## src/rtl/ibex_fp_register_file.sv

```systemverilog
// RV32F floating-point register file: 32 x 32-bit, three async read ports, one sync write port,
// plus a pending-write scoreboard. Optional same-cycle write-to-read bypass: RV32F_FRF_WRITE_BYPASS_EN.
module ibex_fp_register_file #(
  parameter int unsigned DataWidth    = 32,
  parameter bit          ScoreboardEn = 1'b1
) (
  input  logic                 clk_i,
  input  logic                 rst_ni,
  input  logic [4:0]           raddr_a_i,
  output logic [DataWidth-1:0] rdata_a_o,
  input  logic [4:0]           raddr_b_i,
  output logic [DataWidth-1:0] rdata_b_o,
  input  logic [4:0]           raddr_c_i,
  output logic [DataWidth-1:0] rdata_c_o,
  input  logic [4:0]           waddr_i,
  input  logic [DataWidth-1:0] wdata_i,
  input  logic                 we_i,
  input  logic                 pend_set_i,
  input  logic [4:0]           pend_addr_i,
  input  logic                 pend_flush_i,
  output logic                 pend_a_o,
  output logic                 pend_b_o,
  output logic                 pend_c_o,
  output logic                 pend_any_o,
  output logic                 pend_err_o
);

  localparam int unsigned NumRegs = 32;

  logic [DataWidth-1:0] mem_q [NumRegs];
  logic                 byp_a, byp_b, byp_c;

  // Register array; f0 is an ordinary register.
  always_ff @(posedge clk_i or negedge rst_ni) begin
    if (!rst_ni) begin
      for (int unsigned i = 0; i < NumRegs; i++) begin
        mem_q[i] <= '0;
      end
    end else if (we_i) begin
      mem_q[waddr_i] <= wdata_i;
    end
  end

`ifdef RV32F_FRF_WRITE_BYPASS_EN
  assign byp_a = we_i && (raddr_a_i == waddr_i);
  assign byp_b = we_i && (raddr_b_i == waddr_i);
  assign byp_c = we_i && (raddr_c_i == waddr_i);
`else
  assign byp_a = 1'b0;
  assign byp_b = 1'b0;
  assign byp_c = 1'b0;
`endif

  assign rdata_a_o = byp_a ? wdata_i : mem_q[raddr_a_i];
  assign rdata_b_o = byp_b ? wdata_i : mem_q[raddr_b_i];
  assign rdata_c_o = byp_c ? wdata_i : mem_q[raddr_c_i];

  if (ScoreboardEn) begin : g_sb
    logic [NumRegs-1:0] pend_q, pend_d;
    logic               err_q, err_d;

    // Flush beats everything; a set is applied after the writeback clear so the newer producer wins.
    always_comb begin
      pend_d = pend_q;
      err_d  = 1'b0;
      if (pend_flush_i) begin
        pend_d = '0;
      end else begin
        if (we_i) begin
          pend_d[waddr_i] = 1'b0;
        end
        if (pend_set_i) begin
          pend_d[pend_addr_i] = 1'b1;
        end
        err_d = we_i && !pend_q[waddr_i] && (|pend_q);
      end
    end

    always_ff @(posedge clk_i or negedge rst_ni) begin
      if (!rst_ni) begin
        pend_q <= '0;
        err_q  <= 1'b0;
      end else begin
        pend_q <= pend_d;
        err_q  <= err_d;
      end
    end

    assign pend_a_o   = pend_q[raddr_a_i] & ~byp_a;
    assign pend_b_o   = pend_q[raddr_b_i] & ~byp_b;
    assign pend_c_o   = pend_q[raddr_c_i] & ~byp_c;
    assign pend_any_o = |pend_q;
    assign pend_err_o = err_q;
  end else begin : g_no_sb
    logic unused_sb;
    assign unused_sb  = ^{pend_set_i, pend_addr_i, pend_flush_i, byp_a, byp_b, byp_c};
    assign pend_a_o   = 1'b0;
    assign pend_b_o   = 1'b0;
    assign pend_c_o   = 1'b0;
    assign pend_any_o = 1'b0;
    assign pend_err_o = 1'b0;
  end

`ifndef SYNTHESIS
  a_no_set_in_reset : assert property (@(posedge clk_i) !rst_ni |-> !pend_set_i);
  a_waddr_known     : assert property (@(posedge clk_i) disable iff (!rst_ni)
                                       we_i |-> !$isunknown(waddr_i));
`endif

endmodule
```

## config.mk

```make
export PLATFORM = sky130hd
export DESIGN_NAME = ibex_fp_register_file
export DESIGN_NICKNAME = d
export VERILOG_FILES = /design/src/rtl/ibex_fp_register_file.sv
export SDC_FILE = /design/constraint.sdc
export NUM_CORES = 2
export LEC_CHECK = 0
export ABC_CLOCK_PERIOD_IN_PS = 3200
export BUFFER_PORTS_ARGS = -buffer_cell sky130_fd_sc_hd__buf_2
export CAP_MARGIN = 20
export CELL_PAD_IN_SITES_DETAIL_PLACEMENT = 0
export CELL_PAD_IN_SITES_GLOBAL_PLACEMENT = 2
export CORE_AREA = 2 2 426 428
export DETAILED_ROUTE_END_ITERATION = 16
export DIE_AREA = 0 0 428 430
export PLACE_DENSITY = 0.58
export SKIP_LAST_GASP = 1
export SYNTH_ARGS = -nofsm -noshare
export SYNTH_HDL_FRONTEND = slang
export SYNTH_SLANG_ARGS = --single-unit
```

## constraint.sdc

```tcl
create_clock -name clk_i -period 3.2 [get_ports clk_i]
set_input_delay 0.16 -clock clk_i [delete_from_list [all_inputs] [get_ports clk_i]]
set_output_delay 0.16 -clock clk_i [all_outputs]
set_load 0.01 [all_outputs]
```

==> metrics.md <==
| Metric | Value |
|---|---|
| HP Class | `input pin to asynchronous set/reset pin` |
| Sequential share of the synthesized area | `0.423` |
| Initial DRC count | `3,555` |
| Clock share of power | `0.356` |
| Syn_nets | `4,111` |
| Grt ovf | `0` |
| Commonest non-fill, non-tap cell in the layout | `dfrtp_1` |
| Syn-to-layout area delta | `16.0%` |
| Post-synth ARST share | `1.00` |
| Initial Util | `0.348` |
| Critical Path End Type | `output pin` |
| Final Hold Viols | `0` |
| Final Cycle Share | `0.928` |
| Power Density | `606 mW/mm²` |
| RSZ-0062 raised after global routing | `false` |
| Post-CTS Setup Bufs | `0` |
| Inst Count DP | `6,367` |
| Outcome | `completed` |
| CORE AREA | `0.180 mm²` |
| PortBufs | `162` |
| Wire length per cell | `36.9 µm` |
| Number of flops mapped to enable cells by yosys | `0` |
| Sw Pwr | `0.0125 W` |
| Worst Path Required | `3.04 ns` |
| Cells after Synth | `4,049` |
| Gpl congestion | `0.810` |
| Clock Tree Buf Depth | `3` |
| Layout cells sized above 1 | `0.583` |
| DP Area | `0.0677 mm²` |
| DRC | `0` |
| Hold_buf cts | `35` |
| Non-filler cells in the finished layout | `6,642` |
| Ports | `163` |
| Clk Latency, worst-skew pair | `0.77 ns` |
| Average size of a mapped cell | `15.4 µm²` |
| Die Wd | `428 µm` |
| Tot GR Track Use | `0.268` |
| Vias | `42,000` |
| Drt total wl | `245,000 µm` |
| Post-CTS Resized | `0` |
| Sw Share | `0.285` |
| Vias per cell | `6.33` |
| CP max FO | `4` |
| Most frequent cells in the layout | `dfrtp_1 (1,057), mux2_2 (1,002), mux4_2 (796)` |
| Leak Pwr | `29.9 nW` |
| Worst EP arrival | `2.81 ns` |
| Min Tclk post-route | `2.97 ns` |
| CTS tree | `yes` |
| Rel. slew slack | `0.242` |
| Largest net degree at the start of global routing | `89` |
| Reg clk slew, reported paths | `0.06 ns` |
| Synthesized flop and latch total | `1,057` |
| Pint | `0.0314 W` |
| Die H | `430 µm` |
| Final setup vio count | `0` |
| F_max | `337 MHz` |
| Die ar. | `0.184 mm²` |
| Final ANT Viol Nets | `0` |
| Setup TNS | `0 ns` |
| Most used flip-flop cell after synthesis | `dfrtp_1` |
| Max-Cap Viols | `0` |
| Startpoint types | `register` |
| Gate power share | `0.228` |
| Synth Warn # | `0` |
| First-pass GRT wire length | `350,000 µm` |
| Netlist Area Pre-Place | `0.0625 mm²` |
| Worst slew pin tran | `1.13 ns` |
| Vias in the first global route | `43,600` |
| Drt pass-1 iters | `7` |
| Total CTS buffers | `135` |
| Synth cell types | `37` |
| Row count | `156` |
| DP HPWL | `148,000 µm` |
| Initial antenna violation count | `12` |
| Setup Skew | `0.00457 ns` |
| Flop pwr share | `0.416` |
| Final #Nets | `4,231` |
| Clk sinks | `1,057` |
| Design Area, Final | `0.0725 mm²` |
| Kind of critical path | `register to output pin` |
| CTS Root Cell | `clkbuf_16` |
| Worst IR Drop VDD | `0.374 mV` |
| Max Transition Viols Final | `0` |
| H-tree depth | `4` |
[cell usage after synthesis (22+ instances only)]
cell type  instances  area share
clkbuf_1         195       0.012
mux2_1            22      0.0040
buf_1             80      0.0048
nor2_1            31      0.0019
o22ai_1          398       0.040
dfrtp_1         1057        0.42
nand2_1           40      0.0024
buf_4            105       0.013
mux2_2          1002        0.18
mux4_2           796        0.29
nor4_1           107       0.011
buf_2             94      0.0075
[metrics by stage]
step | total power, W | util | hold WS [ns] | worst slack [ns]
after detailed placement | 0.0285 | 0.376 | 0.285 | 0.276
after CTS | 0.0443 | 0.403 | 0.00203 | 0.115
after floorplan | 0.0251 | - | -0.136 | 1.55
after global routing | 0.0459 | 0.403 | 0.0358 | 0.0984
final | 0.0439 | 0.403 | 0.00527 | 0.230
after global placement | 0.0283 | 0.376 | 0.278 | 0.316
[critical path: stages, from the launching register on]
cell     delay (ns)
dfrtp_1        0.41
mux4_2         0.26
o22ai_1        0.09
nor4_1         0.96
buf_2          0.30
[power by group through the flow]
stage / logic (W) / clock network (W) / registers (W)
6_report: 0.00999 / 0.0156 / 0.0183
4_1_cts: 0.0101 / 0.0160 / 0.0182
5_1_grt: 0.0106 / 0.0166 / 0.0187
2_1_floorplan: 0.00746 / 0 / 0.0176
3_3_place_gp: 0.00993 / 0 / 0.0183
3_5_place_dp: 0.0100 / 0 / 0.0185
[state kept, by name, indices dropped and copies added (netlist names)]
signal       flops
g_sb.pend_q     32
pend_err_o       1
mem_q         1024
[final timing paths]
| check | from | end | slack, ns | depth (start not counted) |
|---|---|---|---|---|
| worst max register to register | g_sb.pend_q[8]$_DFF_PN0_ | pend_err_o$_DFF_PN0_ | 0.91 | 5 |
| min in group clk_i | wdata_i[28] | mem_q[156]$_DFFE_PN0P_ | 0.05 | 2 |
| max in group asynchronous | rst_ni | mem_q[877]$_DFFE_PN0P_ | 1.99 | 3 |
| worst min-delay path | rst_ni | mem_q[70]$_DFFE_PN0P_ | 0.005 | 2 |
| worst max-delay path | mem_q[321]$_DFFE_PN0P_ | rdata_b_o[1] | 0.23 | 4 |
| worst min register to register | mem_q[540]$_DFFE_PN0P_ | mem_q[540]$_DFFE_PN0P_ | 0.53 | 1 |
[final cells by class]
type	count	area [µm²]
Antenna cell	3	7.51
Clock buffer	202	4090
Clock inverter	35	402
Fill cell	16500	107000
Multi-Input combinational cell	2518	34100
Sequential cell	1057	26500
Tap cell	2370	2970
Timing Repair Buffer	457	4550
[layer usage]
metal  routed length [µm]  global-route usage
met5                   29                   0
met3                13500              0.0463
met2               118000               0.431
met1               105000               0.365
met4                 8920              0.0962
[kinds of logic (layout without fill, tap and decap cells)]
kind of cell | after synthesis | after routing | share of synthesized area
compound gates | 452 | 452 | 0.0450
simple gates | 238 | 238 | 0.0227
mux | 1828 | 1828 | 0.473
flops | 1057 | 1057 | 0.423
other cells | 0 | 3 | 0
buf+inv | 474 | 694 | 0.0366
(Power assumes the default switching activity.)
